===== src/rtl/biriscv_trace_fifo_if.sv =====
// Retire-trace bus: dual retire capture side plus the replayed
// single-instruction valid/ready output stream.
interface biriscv_trace_fifo_if;
  logic        ret0_valid;
  logic [31:0] ret0_pc;
  logic [31:0] ret0_opcode;
  logic        ret1_valid;
  logic [31:0] ret1_pc;
  logic [31:0] ret1_opcode;
  logic        ready;
  logic        valid;
  logic [31:0] pc;
  logic [31:0] opcode;

  modport master (
    output ret0_valid, ret0_pc, ret0_opcode,
    output ret1_valid, ret1_pc, ret1_opcode,
    output ready,
    input  valid, pc, opcode
  );

  modport slave (
    input  ret0_valid, ret0_pc, ret0_opcode,
    input  ret1_valid, ret1_pc, ret1_opcode,
    input  ready,
    output valid, pc, opcode
  );
endinterface


===== src/rtl/biriscv_trace_fifo.sv =====
// Retire-trace collector: compacts up to two retirements per cycle
// into a FIFO and replays them in order; never stalls retirement.
module biriscv_trace_fifo #(
  parameter int DEPTH_W = 4,
  parameter int CNT_W   = 16
) (
  input  logic               clk_i,
  input  logic               rst_ni,
  input  logic               enable_i,
  input  logic               clr_i,
  biriscv_trace_fifo_if.slave trc,
  output logic [DEPTH_W:0]   level_o,
  output logic               overflow_o,
  output logic [CNT_W-1:0]   drop_cnt_o
);

  localparam int DEPTH = 1 << DEPTH_W;
  localparam logic [DEPTH_W:0] DEPTH_L = (DEPTH_W+1)'(DEPTH);

  logic [63:0]        mem_q [DEPTH];
  logic [DEPTH_W-1:0] rd_ptr_q, rd_ptr_d;
  logic [DEPTH_W-1:0] wr_ptr_q, wr_ptr_d;
  logic [DEPTH_W-1:0] wr_ptr1;
  logic [DEPTH_W:0]   level_q, level_d;
  logic [DEPTH_W:0]   free;
  logic [CNT_W-1:0]   drop_q, drop_d;
  logic               ovf_q, ovf_d;
  logic [1:0]         n_cand, n_push, n_drop;
  logic [CNT_W:0]     drop_sum;
  logic               pop, we0, we1;
  logic [63:0]        wdata0, wdata1;
  logic [63:0]        head;

  always_comb begin
    n_cand = 2'd0;
    if (enable_i)
      n_cand = {1'b0, trc.ret0_valid} + {1'b0, trc.ret1_valid};
    // Space is judged on the start-of-cycle level; a pop never frees a slot
    free = DEPTH_L - level_q;
    if (free >= {{(DEPTH_W-1){1'b0}}, n_cand})
      n_push = n_cand;
    else
      n_push = free[1:0];
    n_drop = n_cand - n_push;

    wdata0 = trc.ret0_valid ? {trc.ret0_pc, trc.ret0_opcode}
                            : {trc.ret1_pc, trc.ret1_opcode};
    wdata1 = {trc.ret1_pc, trc.ret1_opcode};
    wr_ptr1 = wr_ptr_q + 1'b1;
    we0 = !clr_i && (n_push != 2'd0);
    we1 = !clr_i && (n_push == 2'd2);

    pop = (level_q != '0) && trc.ready;
    drop_sum = {1'b0, drop_q} + (CNT_W+1)'(n_drop);

    rd_ptr_d = rd_ptr_q;
    wr_ptr_d = wr_ptr_q;
    level_d  = level_q;
    drop_d   = drop_q;
    ovf_d    = ovf_q;

    unique case (1'b1)
      clr_i: begin
        rd_ptr_d = '0;
        wr_ptr_d = '0;
        level_d  = '0;
        drop_d   = '0;
        ovf_d    = 1'b0;
      end
      default: begin
        rd_ptr_d = rd_ptr_q + DEPTH_W'(pop);
        wr_ptr_d = wr_ptr_q + DEPTH_W'(n_push);
        level_d  = level_q + (DEPTH_W+1)'(n_push)
                           - (DEPTH_W+1)'(pop);
        if (n_drop != 2'd0) begin
          ovf_d  = 1'b1;
          drop_d = drop_sum[CNT_W] ? '1 : drop_sum[CNT_W-1:0];
        end
      end
    endcase
  end

  always_ff @(posedge clk_i or negedge rst_ni) begin
    if (!rst_ni) begin
      rd_ptr_q <= '0;
      wr_ptr_q <= '0;
      level_q  <= '0;
      drop_q   <= '0;
      ovf_q    <= 1'b0;
    end else begin
      rd_ptr_q <= rd_ptr_d;
      wr_ptr_q <= wr_ptr_d;
      level_q  <= level_d;
      drop_q   <= drop_d;
      ovf_q    <= ovf_d;
    end
  end

  // Storage needs no reset: the head is masked while empty
  always_ff @(posedge clk_i) begin
    if (we0) mem_q[wr_ptr_q] <= wdata0;
    if (we1) mem_q[wr_ptr1]  <= wdata1;
  end

  always_comb begin
    head = '0;
    if (level_q != '0) head = mem_q[rd_ptr_q];
  end

  assign trc.valid  = (level_q != '0);
  assign trc.pc     = head[63:32];
  assign trc.opcode = head[31:0];
  assign level_o    = level_q;
  assign overflow_o = ovf_q;
  assign drop_cnt_o = drop_q;

endmodule


===== src/flat_wrapper.sv =====
// flat-port wrapper written by rule: the top's interface ports become plain ports
module biriscv_trace_fifo_flat 
#(
  parameter int DEPTH_W = 4,
  parameter int CNT_W   = 16
)
  (clk_i, rst_ni, enable_i, clr_i, level_o, overflow_o, drop_cnt_o, trc_ret0_valid, trc_ret0_pc, trc_ret0_opcode, trc_ret1_valid, trc_ret1_pc, trc_ret1_opcode, trc_ready, trc_valid, trc_pc, trc_opcode);
  biriscv_trace_fifo_if trc_i ();
  input  logic clk_i;
  input  logic rst_ni;
  input  logic enable_i;
  input  logic clr_i;
  output logic [DEPTH_W:0] level_o;
  output logic overflow_o;
  output logic [CNT_W-1:0] drop_cnt_o;
  input wire logic [$bits(trc_i.ret0_valid)-1:0] trc_ret0_valid;
  input wire logic [$bits(trc_i.ret0_pc)-1:0] trc_ret0_pc;
  input wire logic [$bits(trc_i.ret0_opcode)-1:0] trc_ret0_opcode;
  input wire logic [$bits(trc_i.ret1_valid)-1:0] trc_ret1_valid;
  input wire logic [$bits(trc_i.ret1_pc)-1:0] trc_ret1_pc;
  input wire logic [$bits(trc_i.ret1_opcode)-1:0] trc_ret1_opcode;
  input wire logic [$bits(trc_i.ready)-1:0] trc_ready;
  output wire logic [$bits(trc_i.valid)-1:0] trc_valid;
  output wire logic [$bits(trc_i.pc)-1:0] trc_pc;
  output wire logic [$bits(trc_i.opcode)-1:0] trc_opcode;
  assign trc_i.ret0_valid = trc_ret0_valid;
  assign trc_i.ret0_pc = trc_ret0_pc;
  assign trc_i.ret0_opcode = trc_ret0_opcode;
  assign trc_i.ret1_valid = trc_ret1_valid;
  assign trc_i.ret1_pc = trc_ret1_pc;
  assign trc_i.ret1_opcode = trc_ret1_opcode;
  assign trc_i.ready = trc_ready;
  assign trc_valid = trc_i.valid;
  assign trc_pc = trc_i.pc;
  assign trc_opcode = trc_i.opcode;
  biriscv_trace_fifo #(.DEPTH_W(DEPTH_W), .CNT_W(CNT_W)) u_core (.clk_i(clk_i), .rst_ni(rst_ni), .enable_i(enable_i), .clr_i(clr_i), .trc(trc_i), .level_o(level_o), .overflow_o(overflow_o), .drop_cnt_o(drop_cnt_o));
endmodule

===== config.mk =====
export PLATFORM = sky130hd
export DESIGN_NAME = biriscv_trace_fifo_flat
export DESIGN_NICKNAME = d
export VERILOG_FILES = /design/src/rtl/biriscv_trace_fifo_if.sv /design/src/rtl/biriscv_trace_fifo.sv /design/src/flat_wrapper.sv
export SDC_FILE = /design/constraint.sdc
export NUM_CORES = 2
export LEC_CHECK = 0
export ABC_CLOCK_PERIOD_IN_PS = 10200
export CAP_MARGIN = 0
export CORE_ASPECT_RATIO = 1.4
export CORE_UTILIZATION = 60
export CTS_CLUSTER_DIAMETER = 100
export DETAILED_ROUTE_END_ITERATION = 10
export PLACE_DENSITY = 0.89
export RECOVER_POWER = 50
export SYNTH_ARGS = -nofsm -noshare
export SYNTH_HDL_FRONTEND = slang
export SYNTH_SLANG_ARGS = --single-unit

===== constraint.sdc =====
create_clock -name clk_i -period 10.2 [get_ports clk_i]
set_input_delay 1.02 -clock clk_i [delete_from_list [all_inputs] [get_ports clk_i]]
set_output_delay 1.02 -clock clk_i [all_outputs]
set_load 0.01 [all_outputs]

==> results by group <==
Logic synthesis
  • Number of enable flip-flop cells after synthesis: 1024
  • Count of cell types in the netlist: 51
  • Primary FF master, synth: edfxtp_1
  • Summed instance area of the synthesized netlist: 55900 um^2
  • Syn Area/Cell: 18.12 um^2
  • Number of warnings printed during yosys synthesis: 0
  • Post-Synthesis Cells: 3085
  • Number of nets in the synthesized netlist: 3242
  • Yosys reg bits: 1054
  • Post-synthesis sequential area ratio: 0.5635
  • Post-synth ARST share: 0.02846

Place
  • Buffers added on ports: 221
  • Global placer's final weighted congestion: 0.8519
  • Placed Cells: 4237
  • Estimated wirelength of the detail-placed design: 76.30 mm

Drt
  • 1st-pass router iterations: 7
  • Vias post-DR: 31570
  • Number of DRC markers in iteration 0: 4115
  • Final routed wirelength across all metal layers: 150.3 mm
  • Via/cell ratio: 7.140
  • Antenna-violating nets left: 0
  • Post-route DRC violation count: 0
  • Detail-routed net length per standard cell: 34.00 um

Global routing
  • Via count of the first global-routing pass: 33230
  • Global routing usage summed across all routing layers: 0.3194
  • Antenna violations before repair: 16
  • Overflow after GRT: 0
  • Pin count of the biggest net entering global routing: 157
  • Global-route wire length before repair: 218.6 mm

CTS
  • Root buf cell: clkbuf_16
  • Inserted Clock Buffers: 97
  • Worst-Skew Late Latency: 0.68 ns
  • Hold buffer count at CTS: 0
  • Clock Path Buffers: 3
  • CTS tree: yes
  • Number of clock sinks seen by CTS: 1054
  • Number of gates resized after cts: 0
  • H-tree depth: 3
  • Clock Pin Slew Worst Setup and Hold Paths: 0.06 ns
  • Post-CTS repair timing setup buffer count: 0

Finish
  • Fin nets: 3287
  • Area growth, synth to finish: 9.374%
  • Fill cell count: 5717
  • Ratio of cells with drive above 1 in the final layout: 0.4619
  • Cell Count, Final, Fillers Out: 4421
  • Commonest cells after routing, fill and taps aside: edfxtp_1, mux2_2, mux4_2
  • Commonest non-fill, non-tap cell in the layout: edfxtp_1

Pwr
  • Power density over the cells: 189.9 nW/um^2
  • Max VDD drop: 0.1708 mV
  • Static power due to leakage: 20.43 nW
  • Power, Total: 11.61 mW

Outcome
  • Run status: finished, violations left
  • Violations in the final reports: max-capacitance violations, max-slew violations

Floorplan
  • Number of placement rows: 132
  • Initial Utilization: 0.6055
  • Area of the core: 92320 um^2
  • Die width: 260.0 um
  • Chip Height: 363.2 um
  • IO Count: 222
  • Die footprint: 94410 um^2

STA
  • Unrepaired setup endpoints after global routing: false
  • Share of the clock period used by the worst path: 0.7696
  • Post-Route Setup TNS: 0 ns
  • Post-route minimum period: 7.850 ns
  • Highest achievable clock rate: 127.4 MHz
  • Relative slew margins: -0.9895
  • Number of failing setup endpoints in the final timing report: 0
  • Final max-slew violation count: 575
  • Worst Tran Pin Value: 2.984 ns
  • Hold Worst Slack: 0.5272 ns
  • Final number of hold-violating endpoints: 0
  • Setup Skew: 0.03711 ns

Critical path
  • Setup Crit Path Kind: input port to flip-flop
  • Highest net fanout along the worst path: 30
  • Crit end category: flip-flop
  • Element type at the critical path start: input port
  • Required time at the endpoint of the critical path: 10.50 ns
  • Arrival time at the worst endpoint: 8.15 ns
  • Reg-to-reg setup timing slack: 3.01 ns

Run
  • Max_cap viols: 23

Worst hold path
  • Worst hold path type: flip-flop to flip-flop
-- cells in the mapped netlist, drive strengths merged, types with 2 or more instances --
library cell / instances / share of area
nor2: 18 / 0.0012
nor2b: 9 / 0.0010
and2: 72 / 0.0081
o21ai: 18 / 0.0016
inv: 21 / 0.0014
nand2: 8 / 0.00054
nor4: 3 / 0.00034
a41oi: 8 / 0.0013
xor2: 4 / 0.00063
and3: 6 / 0.00067
buf: 144 / 0.020
a21o: 2 / 0.00027
and4: 3 / 0.00047
o2111ai: 4 / 0.00063
nand4: 2 / 0.00022
a211oi: 7 / 0.0012
dfrtp: 30 / 0.013
or3: 3 / 0.00043
o22ai: 2 / 0.00022
mux4: 320 / 0.13
fa: 3 / 0.0011
nand2b: 3 / 0.00034
xnor2: 5 / 0.00078
nand3: 10 / 0.00090
a311oi: 9 / 0.0014
or4: 2 / 0.00027
o211ai: 13 / 0.0026
a31oi: 6 / 0.00067
ha: 19 / 0.0043
mux2: 1089 / 0.24
nor3: 7 / 0.00063
a21oi: 7 / 0.00063
clkbuf: 195 / 0.013
edfxtp: 1024 / 0.55
-- cell families after synthesis --
logic type               count (synthesis)  share of synthesized area
AND/OR/NAND/NOR                        148                    0.01533
XOR/XNOR                                 9                   0.001410
multiplexers                          1409                     0.3680
flip-flops                            1054                     0.5635
adder cells (fa/ha/maj)                 22                   0.005327
AO/OA/AOI/OAI                           83                    0.01193
buffers and inverters                  360                    0.03445
-- registers in the layout (all words and copies together) (netlist names) --
name and cells:
u_core.overflow_o 1, u_core.mem_q 1024, u_core.level_o 5, u_core.wr_ptr_q 4, u_core.drop_cnt_o 16, u_core.rd_ptr_q 4
-- path summary, 6_finish.rpt --
path                                                    start                                end  depth (start not counted)
worst max-delay path                           trc_ret1_valid     u_core.mem_q[13][32]$_DFFE_PP_                         13
worst min-delay path            u_core.overflow_o$_DFFE_PN0P_      u_core.overflow_o$_DFFE_PN0P_                          1
worst max register to register    u_core.level_o[0]$_DFF_PN0_     u_core.mem_q[13][32]$_DFFE_PP_                         11
worst min register to register  u_core.overflow_o$_DFFE_PN0P_      u_core.overflow_o$_DFFE_PN0P_                          1
max in group asynchronous                              rst_ni       u_core.rd_ptr_q[1]$_DFF_PN0_                          2
min in group asynchronous                              rst_ni  u_core.drop_cnt_o[13]$_DFFE_PN0P_                          2
-- per-stage QoR --
stage | setup WS, ns | instance area (um^2) | util
after floorplan | 2.276 | 55900 | -
after global placement | 4.176 | 58640 | 0.6352
after detailed placement | 4.125 | 58640 | 0.6352
after CTS | 4.544 | 61560 | 0.6668
after global routing | 2.284 | 61130 | 0.6622
final | 2.350 | 61140 | 0.6622
-- routing by layer --
metal	track usage	up-vias	routed length, um
li1	-	12520	-
met4	0.1645	10	7134
met2	0.5290	2183	75510
met3	0.06050	420	15330
met1	0.4007	16430	52270
met5	0	-	73
-- power by group --
group | internal [mW] | switching, mW
sequential | 4.96 | 0.123
clock | 1.86 | 1.61
combinational | 1.60 | 1.46
-- area by class of cell --
type | count | area (um^2) | share of cell area
Clock buffer | 119 | 2574 | 0.04210
Multi-Input combinational cell | 1671 | 22440 | 0.3671
Sequential cell | 1054 | 31510 | 0.5154
Clock inverter | 54 | 342.8 | 0.005607
Antenna cell | 11 | 27.53 | 0.0004502
Timing Repair Buffer | 285 | 2653 | 0.04338
Tap cell | 1206 | 1509 | 0.02468
Inverter | 21 | 78.83 | 0.001289
-- critical path, stage by stage --
cell and delay, ns:
dlygate4sd3_1 0.57, ha_1 0.35, and2_0 0.22, ha_1 0.29, nand2b_1 0.17, a221oi_1 0.60, and4_1 0.30, clkbuf_1 1.19
o2111ai_4 0.18, clkbuf_1 1.15, o21ai_4 0.73, buf_4 0.65, buf_4 0.65
(Power assumes the default switching activity.)
